File: config.mk
export PLATFORM = sky130hd
export DESIGN_NAME = key_event
export DESIGN_NICKNAME = d
export VERILOG_FILES = /design/src/rtl/key_event.sv
export SDC_FILE = /design/constraint.sdc
export NUM_CORES = 1
export LEC_CHECK = 0
export ABC_CLOCK_PERIOD_IN_PS = 4000
export CELL_PAD_IN_SITES_DETAIL_PLACEMENT = 1
export CELL_PAD_IN_SITES_GLOBAL_PLACEMENT = 2
export CORE_MARGIN = 1.5
export CORE_UTILIZATION = 41
export DETAILED_ROUTE_END_ITERATION = 12
export PLACE_DENSITY = 0.82
export SLEW_MARGIN = 0
export SYNTH_ARGS = -nofsm -noshare
export SYNTH_HDL_FRONTEND = slang
export SYNTH_SLANG_ARGS = --single-unit
File: constraint.sdc
create_clock -name clk -period 4 [get_ports clk]
set_clock_uncertainty 0.15 [all_clocks]
set_input_delay 0.8 -clock clk [delete_from_list [all_inputs] [get_ports clk]]
set_output_delay 0.8 -clock clk [all_outputs]
set_load 0.02 [all_outputs]
File: src/rtl/key_event.sv
// -----------------------------------------------------------------------------
// key_event
//
// Classifies debounced key gestures into short press, long press and double
// click. Each event comes out as a one-cycle registered pulse. A registered
// "key held" level is also provided.
//
// Optional feature macro: KEY_EVENT_REPEAT_EN
//   When defined, adds the repeat_press output. It pulses every REPEAT_CNT
//   cycles while the key stays held after a long press.
//
// Parameters:
//   LONG_CNT   - cycles a press must be held to count as a long press
//   DCLICK_CNT - max cycles from release to second press for a double click
//   REPEAT_CNT - auto-repeat period in HELD (only used with KEY_EVENT_REPEAT_EN)
//   CNT_W      - width of the internal cycle counter
//
// Ports:
//   clk          - system clock
//   rst          - asynchronous, active-high reset
//   key_flag     - one-cycle strobe from the debouncer: key_state changed
//   key_state    - debounced level, 0 = pressed, 1 = released
//   short_press  - pulse: single short press completed
//   long_press   - pulse: press held LONG_CNT cycles
//   double_click - pulse: second press released inside the window
//   key_held     - level: 1 while the key is pressed
//   repeat_press - pulse: auto-repeat while held (KEY_EVENT_REPEAT_EN only)
// -----------------------------------------------------------------------------
module key_event #(
    parameter int unsigned LONG_CNT   = 32'd50_000_000,
    parameter int unsigned DCLICK_CNT = 32'd15_000_000,
    parameter int unsigned REPEAT_CNT = 32'd10_000_000,
    parameter int unsigned CNT_W      = 32'd26
) (
    input  logic clk,
    input  logic rst,
    input  logic key_flag,
    input  logic key_state,
    output logic short_press,
    output logic long_press,
    output logic double_click,
`ifdef KEY_EVENT_REPEAT_EN
    output logic repeat_press,
`endif
    output logic key_held
);

    typedef enum logic [4:0] {
        ST_IDLE   = 5'b00001,
        ST_PRESS1 = 5'b00010,
        ST_HELD   = 5'b00100,
        ST_WAIT2  = 5'b01000,
        ST_PRESS2 = 5'b10000
    } state_t;

    localparam logic [CNT_W-1:0] CNT_ZERO    = {CNT_W{1'b0}};
    localparam logic [CNT_W-1:0] CNT_ONE     = {{(CNT_W-1){1'b0}}, 1'b1};
    localparam logic [CNT_W-1:0] CNT_MAX     = {CNT_W{1'b1}};
    localparam logic [CNT_W-1:0] LONG_LAST   = CNT_W'(LONG_CNT - 32'd1);
    localparam logic [CNT_W-1:0] DCLICK_LAST = CNT_W'(DCLICK_CNT - 32'd1);
    localparam longint unsigned  CNT_LIM     = 64'd1 << CNT_W;

    // The compare values must fit the counter, otherwise a threshold is never reached.
    if ((64'(LONG_CNT) < 64'd2) || (64'(LONG_CNT) >= CNT_LIM) ||
        (64'(DCLICK_CNT) < 64'd2) || (64'(DCLICK_CNT) >= CNT_LIM) ||
        (64'(REPEAT_CNT) < 64'd2) || (64'(REPEAT_CNT) >= CNT_LIM)) begin : g_param_check
        $error("key_event: LONG_CNT, DCLICK_CNT, REPEAT_CNT must be >= 2 and < 2**CNT_W");
    end

    state_t           state_r;
    state_t           state_nxt_s;
    logic [CNT_W-1:0] cnt_r;
    logic             cnt_clr_s;
    logic             press_ev_s;
    logic             release_ev_s;
    logic             short_nxt_s;
    logic             long_nxt_s;
    logic             dbl_nxt_s;

`ifdef KEY_EVENT_REPEAT_EN
    localparam logic [CNT_W-1:0] REPEAT_LAST = CNT_W'(REPEAT_CNT - 32'd1);
    logic rep_nxt_s;
    logic rep_clr_s;
`endif

    assign press_ev_s   = key_flag & ~key_state;
    assign release_ev_s = key_flag &  key_state;

    // The counter restarts on every state change. With auto-repeat it also restarts at each repeat tick.
`ifdef KEY_EVENT_REPEAT_EN
    assign cnt_clr_s = (state_nxt_s != state_r) || rep_clr_s;
`else
    assign cnt_clr_s = (state_nxt_s != state_r);
`endif

    // State register
    always_ff @(posedge clk or posedge rst) begin
        if (rst) begin
            state_r <= ST_IDLE;
        end else begin
            state_r <= state_nxt_s;
        end
    end

    // Next-state and pulse decode. Strobe events take priority over counter thresholds.
    always_comb begin
        state_nxt_s = state_r;
        short_nxt_s = 1'b0;
        long_nxt_s  = 1'b0;
        dbl_nxt_s   = 1'b0;
`ifdef KEY_EVENT_REPEAT_EN
        rep_nxt_s   = 1'b0;
        rep_clr_s   = 1'b0;
`endif
        case (state_r)
            ST_IDLE: begin
                if (press_ev_s) begin
                    state_nxt_s = ST_PRESS1;
                end else begin
                    state_nxt_s = ST_IDLE;
                end
            end
            ST_PRESS1: begin
                if (release_ev_s) begin
                    state_nxt_s = ST_WAIT2;
                end else if (cnt_r == LONG_LAST) begin
                    long_nxt_s  = 1'b1;
                    state_nxt_s = ST_HELD;
                end else begin
                    state_nxt_s = ST_PRESS1;
                end
            end
            ST_HELD: begin
                if (release_ev_s) begin
                    state_nxt_s = ST_IDLE;
                end else begin
                    state_nxt_s = ST_HELD;
`ifdef KEY_EVENT_REPEAT_EN
                    if (cnt_r == REPEAT_LAST) begin
                        rep_nxt_s = 1'b1;
                        rep_clr_s = 1'b1;
                    end else begin
                        rep_nxt_s = 1'b0;
                        rep_clr_s = 1'b0;
                    end
`endif
                end
            end
            ST_WAIT2: begin
                if (press_ev_s) begin
                    state_nxt_s = ST_PRESS2;
                end else if (cnt_r == DCLICK_LAST) begin
                    short_nxt_s = 1'b1;
                    state_nxt_s = ST_IDLE;
                end else begin
                    state_nxt_s = ST_WAIT2;
                end
            end
            ST_PRESS2: begin
                if (release_ev_s) begin
                    dbl_nxt_s   = 1'b1;
                    state_nxt_s = ST_IDLE;
                end else if (cnt_r == LONG_LAST) begin
                    // A second press held this long becomes a long press. The double click is dropped.
                    long_nxt_s  = 1'b1;
                    state_nxt_s = ST_HELD;
                end else begin
                    state_nxt_s = ST_PRESS2;
                end
            end
            default: begin
                state_nxt_s = ST_IDLE;
            end
        endcase
    end

    // Saturating cycle counter
    always_ff @(posedge clk or posedge rst) begin
        if (rst) begin
            cnt_r <= CNT_ZERO;
        end else if (cnt_clr_s) begin
            cnt_r <= CNT_ZERO;
        end else if (cnt_r != CNT_MAX) begin
            cnt_r <= cnt_r + CNT_ONE;
        end else begin
            cnt_r <= cnt_r;
        end
    end

    // Registered event pulses and the held level
    always_ff @(posedge clk or posedge rst) begin
        if (rst) begin
            short_press  <= 1'b0;
            long_press   <= 1'b0;
            double_click <= 1'b0;
            key_held     <= 1'b0;
`ifdef KEY_EVENT_REPEAT_EN
            repeat_press <= 1'b0;
`endif
        end else begin
            short_press  <= short_nxt_s;
            long_press   <= long_nxt_s;
            double_click <= dbl_nxt_s;
`ifdef KEY_EVENT_REPEAT_EN
            repeat_press <= rep_nxt_s;
`endif
            if (press_ev_s) begin
                key_held <= 1'b1;
            end else if (release_ev_s) begin
                key_held <= 1'b0;
            end else begin
                key_held <= key_held;
            end
        end
    end

endmodule

# Word-level counts from Yosys, hierarchy flattened
# Index checks and enable logic that the tools add are counted.
# totals
regBits,35
in_bits,4
output_inout_bits,4
word_cells,43
# classes
add_sub_neg,1
eq_ne,9
mux,21
n_bitwise,3
reduce_logical,3
# op_table
cell,n
$mux W26,2
$add A26 B1 Y26 const B,1
$eq A26 B24 Y1 const B,1
$eq A26 B26 Y1 const B,1
$ne A26 B26 Y1 const B,1
$pmux W5 S5,1
$mux W5,3
$mux W1,10
$mux W4,2
$mux W3,2
$eq A5 B1 Y1 const B,1
$eq A5 B2 Y1 const B,1
$eq A5 B3 Y1 const B,1
$eq A5 B4 Y1 const B,1
$eq A5 B5 Y1 const B,1
$ne A5 B5 Y1,1
$reduce_bool A2 Y1,2
$and A1 B1 Y1,2
$mux W2,1
$reduce_or A2 Y1,1
$not A1 Y1,1

# Longest topological paths before layout
# Gate-level depths: netlist of run 1.
# depth
depth_word,6
depth_mapped,10
depth_no_buf,7

# Worst setup path before layout of run 1
# No wires, ideal clock.
# synth_path
kind,input -> register
start,input port key_flag
end,register cnt_r[1]
setup_time_ns,0.072
arrival_time_ns,2.187
required_time_ns,3.778
path_slack_ns,1.592
path_stages,9
path_buffers,3
cell_sequence,buf_2 -> a21oi_2 -> a21oi_1 -> nor3_1 -> o32ai_1 -> a2111o_1 -> buf_6 -> buf_6 -> nor2_1
# synth_via
elab_chain_len,5
# synth_lines
item,line_no,text
start: declaration,37,"input logic key_flag,"
$and A1 B1 Y1 (on tied branches),"87, 86",
"$mux W5, or another cell as far along",160,if (release_ev_s) begin
$pmux W5 S5 (*),115,case (state_r)
$ne A5 B5 Y1 (*),93,assign cnt_clr_s = (state_nxt_s != state_r);
$mux W26 / $reduce_bool A2 Y1 (equally long branches),-,
end signal: assignment,184,cnt_r <= cnt_r + CNT_ONE;
end signal: assignment,186,cnt_r <= cnt_r;
end: declaration,72,logic [CNT_W-1:0] cnt_r;
# Mark *: on every way between the ends. The rest lies on a longest branch, timed or not.
# A chain may end at the register's enable or synchronous reset.

# Worst setup path in the final report of run 1
# layout_path
start,input port key_flag
end,register cnt_r[24]
# Same word-level chain as after synthesis.

==> reports/results.ini, run 1 <==
[sta]
hold_viol_final = 0
max_slew.worst_pin.slew_ps = 878
fin_hold_ws_ps = 377
final.min_clock_period_ps = 3160
timing.final.crit_share = 0.791
slew_violations = 0
slew-limit-headroom = 0.409
tns_ps = 0
fmax_ghz = 0.316
rsz0062_at_grt = no
finalSetupViolCount = 0

[clock_tree]
cts-resized-gates = 0
cts-root-buf = clkbuf_8
clkTransAtPathRegs_ps = 70
cts_max_level = 2
cts_buffers = 5
hold_buffers = 0
cts_tree = built
post_cts_buffers = 0
cts_buffer_depth = 2
clock_sinks = 35
clkLatencyLatePin_ps = 290

[die]
ios = 8
core_area_sq_um = 4790
start_util = 0.433
die_y_microns = 74.1
die_w_microns = 74.1
rows = 25
dieArea_sq_um = 5490

[detailed_routing]
vias = 1724
ant_nets = 0
dr.pass1.iters = 4
viasPerCell = 5.71
wire_per_inst_microns = 16.6
drt_wl_total_mm = 5.02
drc_errors = 0
drt_iter0_markers = 71

[yosys]
async_flop_share = 1.00
syn-instance-count = 231
synth_top_area_frac = 0.410
ys.flop_type = dfrtp_1
yosysSeqAreaShare = 0.423
synthTopCellsByCount = nor2_1 (37), dfrtp_1 (34), nand2_1 (16), xor2_1 (16), nand3_1 (14)
synth_nets = 236
synth-seq-cells = 35
yosys_warnings = 0
post-synth-top-area-cell = dfrtp_1
synth_most_common_cell = nor2_1
synth_edf_count = 0
synth.distinct_cells = 45
synthesis.area_sq_um = 2070
synth_area_leaders = dfrtp_1 (41%), xor2_1 (6.8%), nor2_1 (6.7%)
synth.avg_cell_area_sq_um = 8.98

[pwr]
power.leakage_nw = 0.883
seqPwrFrac = 0.516
swShare = 0.309
clockPowerShare = 0.316
power_mw = 0.778
power.internal_mw = 0.537
ir_worst_vdd_uv = 267
p_per_area_nw_per_um2 = 349
power_frac_comb = 0.168
p_switching_mw = 0.241

[worst_setup_path]
critPathKind = in -> reg
reg2reg_to = cnt_r[24]
crit_path_max_fanout = 26
worstRegToRegCells = 7
r2r_start = cnt_r[0]
worst_ep_required_time_ps = 3990
critPathArrivalTime_ps = 3150
reg2reg_slack_ps = 1120
cp-start-kind = input port
critPathCaptureType = flop

[cells_and_area]
seqCellArea_sq_um = 877
areaGrowthSynthToFinish_pct = 7.42
nNetsFinal = 239
drive_gt1_frac = 0.0553
diodes = 0
design_area_sq_um = 2230
multi_input_area_sq_um = 1090
stdcell_count = 302
fill_cells = 569

[placed_design]
gp_congestion = 0.890
port_buffers = 7
hpwl_mm = 3.69
postPlaceCellArea_sq_um = 2140
dpl.cell_count = 294

[grt]
grt_usage = 0.208
grt_pass1_vias = 1756
overflow = 0
antenna_found_initial = 0
grt_max_degree = 36
grt_pass1_wl_mm = 8.59

[hold_path]
hold_path_end = key_held
min_from = key_held
hold_depth = 2
hold_class = reg -> reg

[job]
cap_violations = 0

[outcome]
status = completed

## layout by cell type (no fill, tap or decap), types with 2 or more instances in the layout
| cell | Yosys | routed |
|---|---|---|
| xnor2_1 | 6 | 6 |
| xor2_1 | 16 | 16 |
| a211oi_1 | 4 | 4 |
| and2_1 | 5 | 5 |
| clkdlybuf4s50_1 | 0 | 7 |
| nor2b_1 | 5 | 5 |
| a22oi_1 | 2 | 2 |
| nor2_1 | 37 | 37 |
| nor3_1 | 8 | 8 |
| nand3_1 | 14 | 14 |
| and3_1 | 4 | 4 |
| nand2b_1 | 3 | 3 |
| a21oi_1 | 11 | 11 |
| clkinv_2 | 0 | 3 |
| nand2_1 | 16 | 16 |
| and4_1 | 6 | 6 |
| nor4b_1 | 2 | 2 |
| a31oi_1 | 2 | 2 |
| nand3b_1 | 2 | 2 |
| nand4_1 | 11 | 11 |
| clkbuf_8 | 0 | 5 |
| inv_1 | 3 | 3 |
| dfrtp_1 | 34 | 34 |
| nor3b_1 | 2 | 2 |
| o21ai_0 | 4 | 4 |
| nor4_1 | 5 | 5 |
## state kept, by name (all words and copies together), names as in the netlist
name / flops
key_held: 1
state_r: 5
short_press: 1
long_press: 1
double_click: 1
cnt_r: 26
## critical path: stages
cell	delay, ps
clkdlybuf4s50_1	670
nor2b_1	350
a21oi_1	120
a211o_1	240
a21oi_1	140
a2111o_1	690
nor3_1	130
## per-layer routing
layer / vias up / global-route usage / wire (microns)
met1: 851 / 0.270 / 2370
met3: 12 / 0.0447 / 128
li1: 831 / - / -
met4: 0 / 0.0844 / 104
met2: 30 / 0.337 / 2420
met5: - / 0 / 0
## area by class of cell
cell class | instances | share of cell area
multi-input cells | 181 | 0.491
inverters | 3 | 0.00506
clock buffers | 5 | 0.0309
clock inverters | 3 | 0.00674
well taps | 67 | 0.0376
flip-flops and latches | 35 | 0.394
repair buffers | 8 | 0.0348
## power by group through the flow
stage               registers (mW)  logic, mW  clock network [mW]
floorplan                    0.394      0.134                   0
global placement             0.405      0.127                   0
detailed placement           0.408      0.132                   0
CTS                          0.401      0.133               0.254
global route                 0.405      0.148               0.269
finish                       0.401      0.130               0.246
## kinds of logic after synthesis
| logic type | after synthesis | synth area share |
|---|---|---|
| compound gates | 31 | 0.0972 |
| xor+xnor | 22 | 0.0929 |
| fa+ha+maj | 1 | 0.00603 |
| buf+inv | 15 | 0.0495 |
| flops | 35 | 0.423 |
| mux | 1 | 0.00483 |
| simple gates | 126 | 0.326 |
## metrics by stage
stage | util | setup slack, ps
detailed placement | 0.448 | 510
finish | 0.465 | 838
global placement | 0.448 | 616
floorplan | - | 1590
global route | 0.465 | 529
CTS | 0.465 | 812
## worst max path at each step
stage                     startpoint        end  slack (ps)  cells after the start
after detailed placement    key_flag  cnt_r[24]         510                      7
after global placement      key_flag  cnt_r[24]         620                      7
after CTS                   key_flag   cnt_r[6]         810                      7
after global routing        key_flag  cnt_r[21]         530                      7
final                       key_flag  cnt_r[24]         840                      7
after floorplan             key_flag   cnt_r[1]        1590                      9
Note: power is estimated with default switching activity, not from simulation.
==> inputs of run 2 (changes only) <==
--- a/config.mk
+++ b/config.mk
@@ -5,13 +5,13 @@
 export SDC_FILE = /design/constraint.sdc
 export NUM_CORES = 1
 export LEC_CHECK = 0
-export ABC_CLOCK_PERIOD_IN_PS = 4000
+export ABC_CLOCK_PERIOD_IN_PS = 2900
 export CELL_PAD_IN_SITES_DETAIL_PLACEMENT = 1
 export CELL_PAD_IN_SITES_GLOBAL_PLACEMENT = 2
 export CORE_MARGIN = 1.5
-export CORE_UTILIZATION = 41
+export CORE_UTILIZATION = 34
 export DETAILED_ROUTE_END_ITERATION = 12
-export PLACE_DENSITY = 0.82
+export PLACE_DENSITY = 0.72
 export SLEW_MARGIN = 0
 export SYNTH_ARGS = -nofsm -noshare
 export SYNTH_HDL_FRONTEND = slang
==> constraint.sdc (replaced) <==
create_clock -name clk -period 2.9 [get_ports clk]
set_clock_uncertainty 0.15 [all_clocks]
set_input_delay 0.58 -clock clk [delete_from_list [all_inputs] [get_ports clk]]
set_output_delay 0.58 -clock clk [all_outputs]
set_load 0.02 [all_outputs]
==> run 2 against run 1 <==
Against the previous run: critical path depth is 1 higher; routed wire length up 0.20%; largest power group unchanged; critical path type unchanged; first-iteration DRC count is 9.9% lower; sequential share of layout area is 1.6 points lower; count of clock-buffer cells in the layout increased by 3; flip-flop and latch count did not move; worst hold slack lost 12 ps; cell area increased by 4.1%; critical endpoint is now cnt_r[25]; setup slack worse by 470 ps; power increased by 48%.
==> reports/results.ini, run 2 (synthesis gave the netlist of run 1 again) <==
[sta]
tns_ps = 0
slew-limit-headroom = 0.621
finalSetupViolCount = 0
max_slew.worst_pin.slew_ps = 567
timing.final.crit_share = 0.872
final.min_clock_period_ps = 2530
rsz0062_at_grt = no
fmax_ghz = 0.395
slew_violations = 0
hold_viol_final = 0

[worst_setup_path]
worst_ep_required_time_ps = 2940
cp_common_cell = a21oi_1
crit_path_cell_trace = clkdlybuf4s50_1, nor2b_1, a22o_1, a21oi_1, a21oi_1, a2111o_1, buf_12, a211oi_1
critPathKind = in -> reg
slowest_stage = clkdlybuf4s50_1
crit_family = compound AO/OA/AOI/OAI gates
path_buf_inv = 2
cp-start-kind = input port
cp_slowest_stage_delay_ps = 610
crit_path_max_fanout = 26
critPathArrivalTime_ps = 2570
critPathCaptureType = flop

[outcome]
status = completed

[clock_tree]
post_cts_buffers = 0
cts_tree = built
clkTransAtPathRegs_ps = 70
cts-resized-gates = 0
cts_buffer_depth = 2
cts_max_level = 2
clkLatencyLatePin_ps = 290
cts_buffers = 5
hold_buffers = 0
cts-root-buf = clkbuf_8
clock_sinks = 35

[die]
ios = 8
core_area_sq_um = 5920
start_util = 0.350
die_y_microns = 81.1
rows = 28
die_w_microns = 81.1
dieArea_sq_um = 6580

[cells_and_area]
stdcell_count = 317
areaGrowthSynthToFinish_pct = 11.8
design_area_sq_um = 2320
regMostFlops = cnt_r
diodes = 0
mostFrequentLayoutCell = nor2_1
nNetsFinal = 246
reg_top3 = cnt_r (26), state_r (5)
layout_common_cells = nor2_1 (37), dfrtp_1 (34), nand2_1 (16), xor2_1 (16), nand3_1 (14)
largest_register_ffs = 26
drive_gt1_frac = 0.0785

[placed_design]
hpwl_mm = 3.55
gp_congestion = 0.833
port_buffers = 7
dpl.cell_count = 309
postPlaceCellArea_sq_um = 2220

[pwr]
p_per_area_nw_per_um2 = 498
ir_worst_vdd_uv = 194
power.leakage_nw = 0.928

[detailed_routing]
dr.pass1.iters = 4
vias = 1728
drc_errors = 0
viasPerCell = 5.45
drt_iter0_markers = 64
drt_wl_total_mm = 5.03
ant_nets = 0
wire_per_inst_microns = 15.9

[hold_path]
hold_class = reg -> reg

[job]
cap_violations = 0

[grt]
grt_max_degree = 36
grt_pass1_vias = 1650
antenna_found_initial = 0
overflow = 0
grt_pass1_wl_mm = 8.30
grt_usage = 0.170

==> run 2: final timing paths <==
kind | start | to | slack, ps | cells past startpoint
worst max-delay path | key_state | cnt_r[25] | 370 | 8
worst min-delay path | key_held | key_held | 370 | 2
worst max register to register | cnt_r[3] | cnt_r[25] | 510 | 7
worst min register to register | key_held | key_held | 370 | 2
max in group asynchronous | rst | state_r[0] | 1720 | 3
min in group asynchronous | rst | double_click | 540 | 3
==> run 2: power breakdown <==
group / total, mW / internal [mW] / switching, mW
registers: 0.553 / 0.515 / 0.0387
logic: 0.206 / 0.0856 / 0.121
clock network: 0.395 / 0.217 / 0.178
==> run 2: layer usage <==
layer / vias to the layer above / routed length (microns) / track usage
met4: 0 / 74 / 0.0724
met3: 7 / 155 / 0.0303
met5: - / 0 / 0
met1: 859 / 2680 / 0.255
li1: 844 / - / -
met2: 18 / 2120 / 0.238
==> run 2: layout make-up <==
type | count | area [sq um]
repair buffers | 15 | 143
fillers | 698 | 3600
multi-input cells | 181 | 1090
inverters | 3 | 11.3
flip-flops and latches | 35 | 877
clock buffers | 8 | 100
well taps | 75 | 93.8
==> run 2: worst reg2reg max path, delay by kind of cell, from the launching register on <==
family / cells / cell delay, ps
simple gates: 4 / 880
buf+inv: 1 / 180
flops: 1 / 410
compound gates: 2 / 670
==> run 2: stage by stage <==
| stage | hold slack, ps | util | total power [mW] | setup slack (ps) |
|---|---|---|---|---|
| global placement | 348 | 0.375 | 0.772 | 184 |
| finish | 365 | 0.392 | 1.15 | 371 |
| floorplan | 348 | - | 0.728 | 668 |
| CTS | 375 | 0.392 | 1.17 | 364 |
| detailed placement | 354 | 0.375 | 0.772 | 62.2 |
| global route | 403 | 0.392 | 1.22 | 189 |
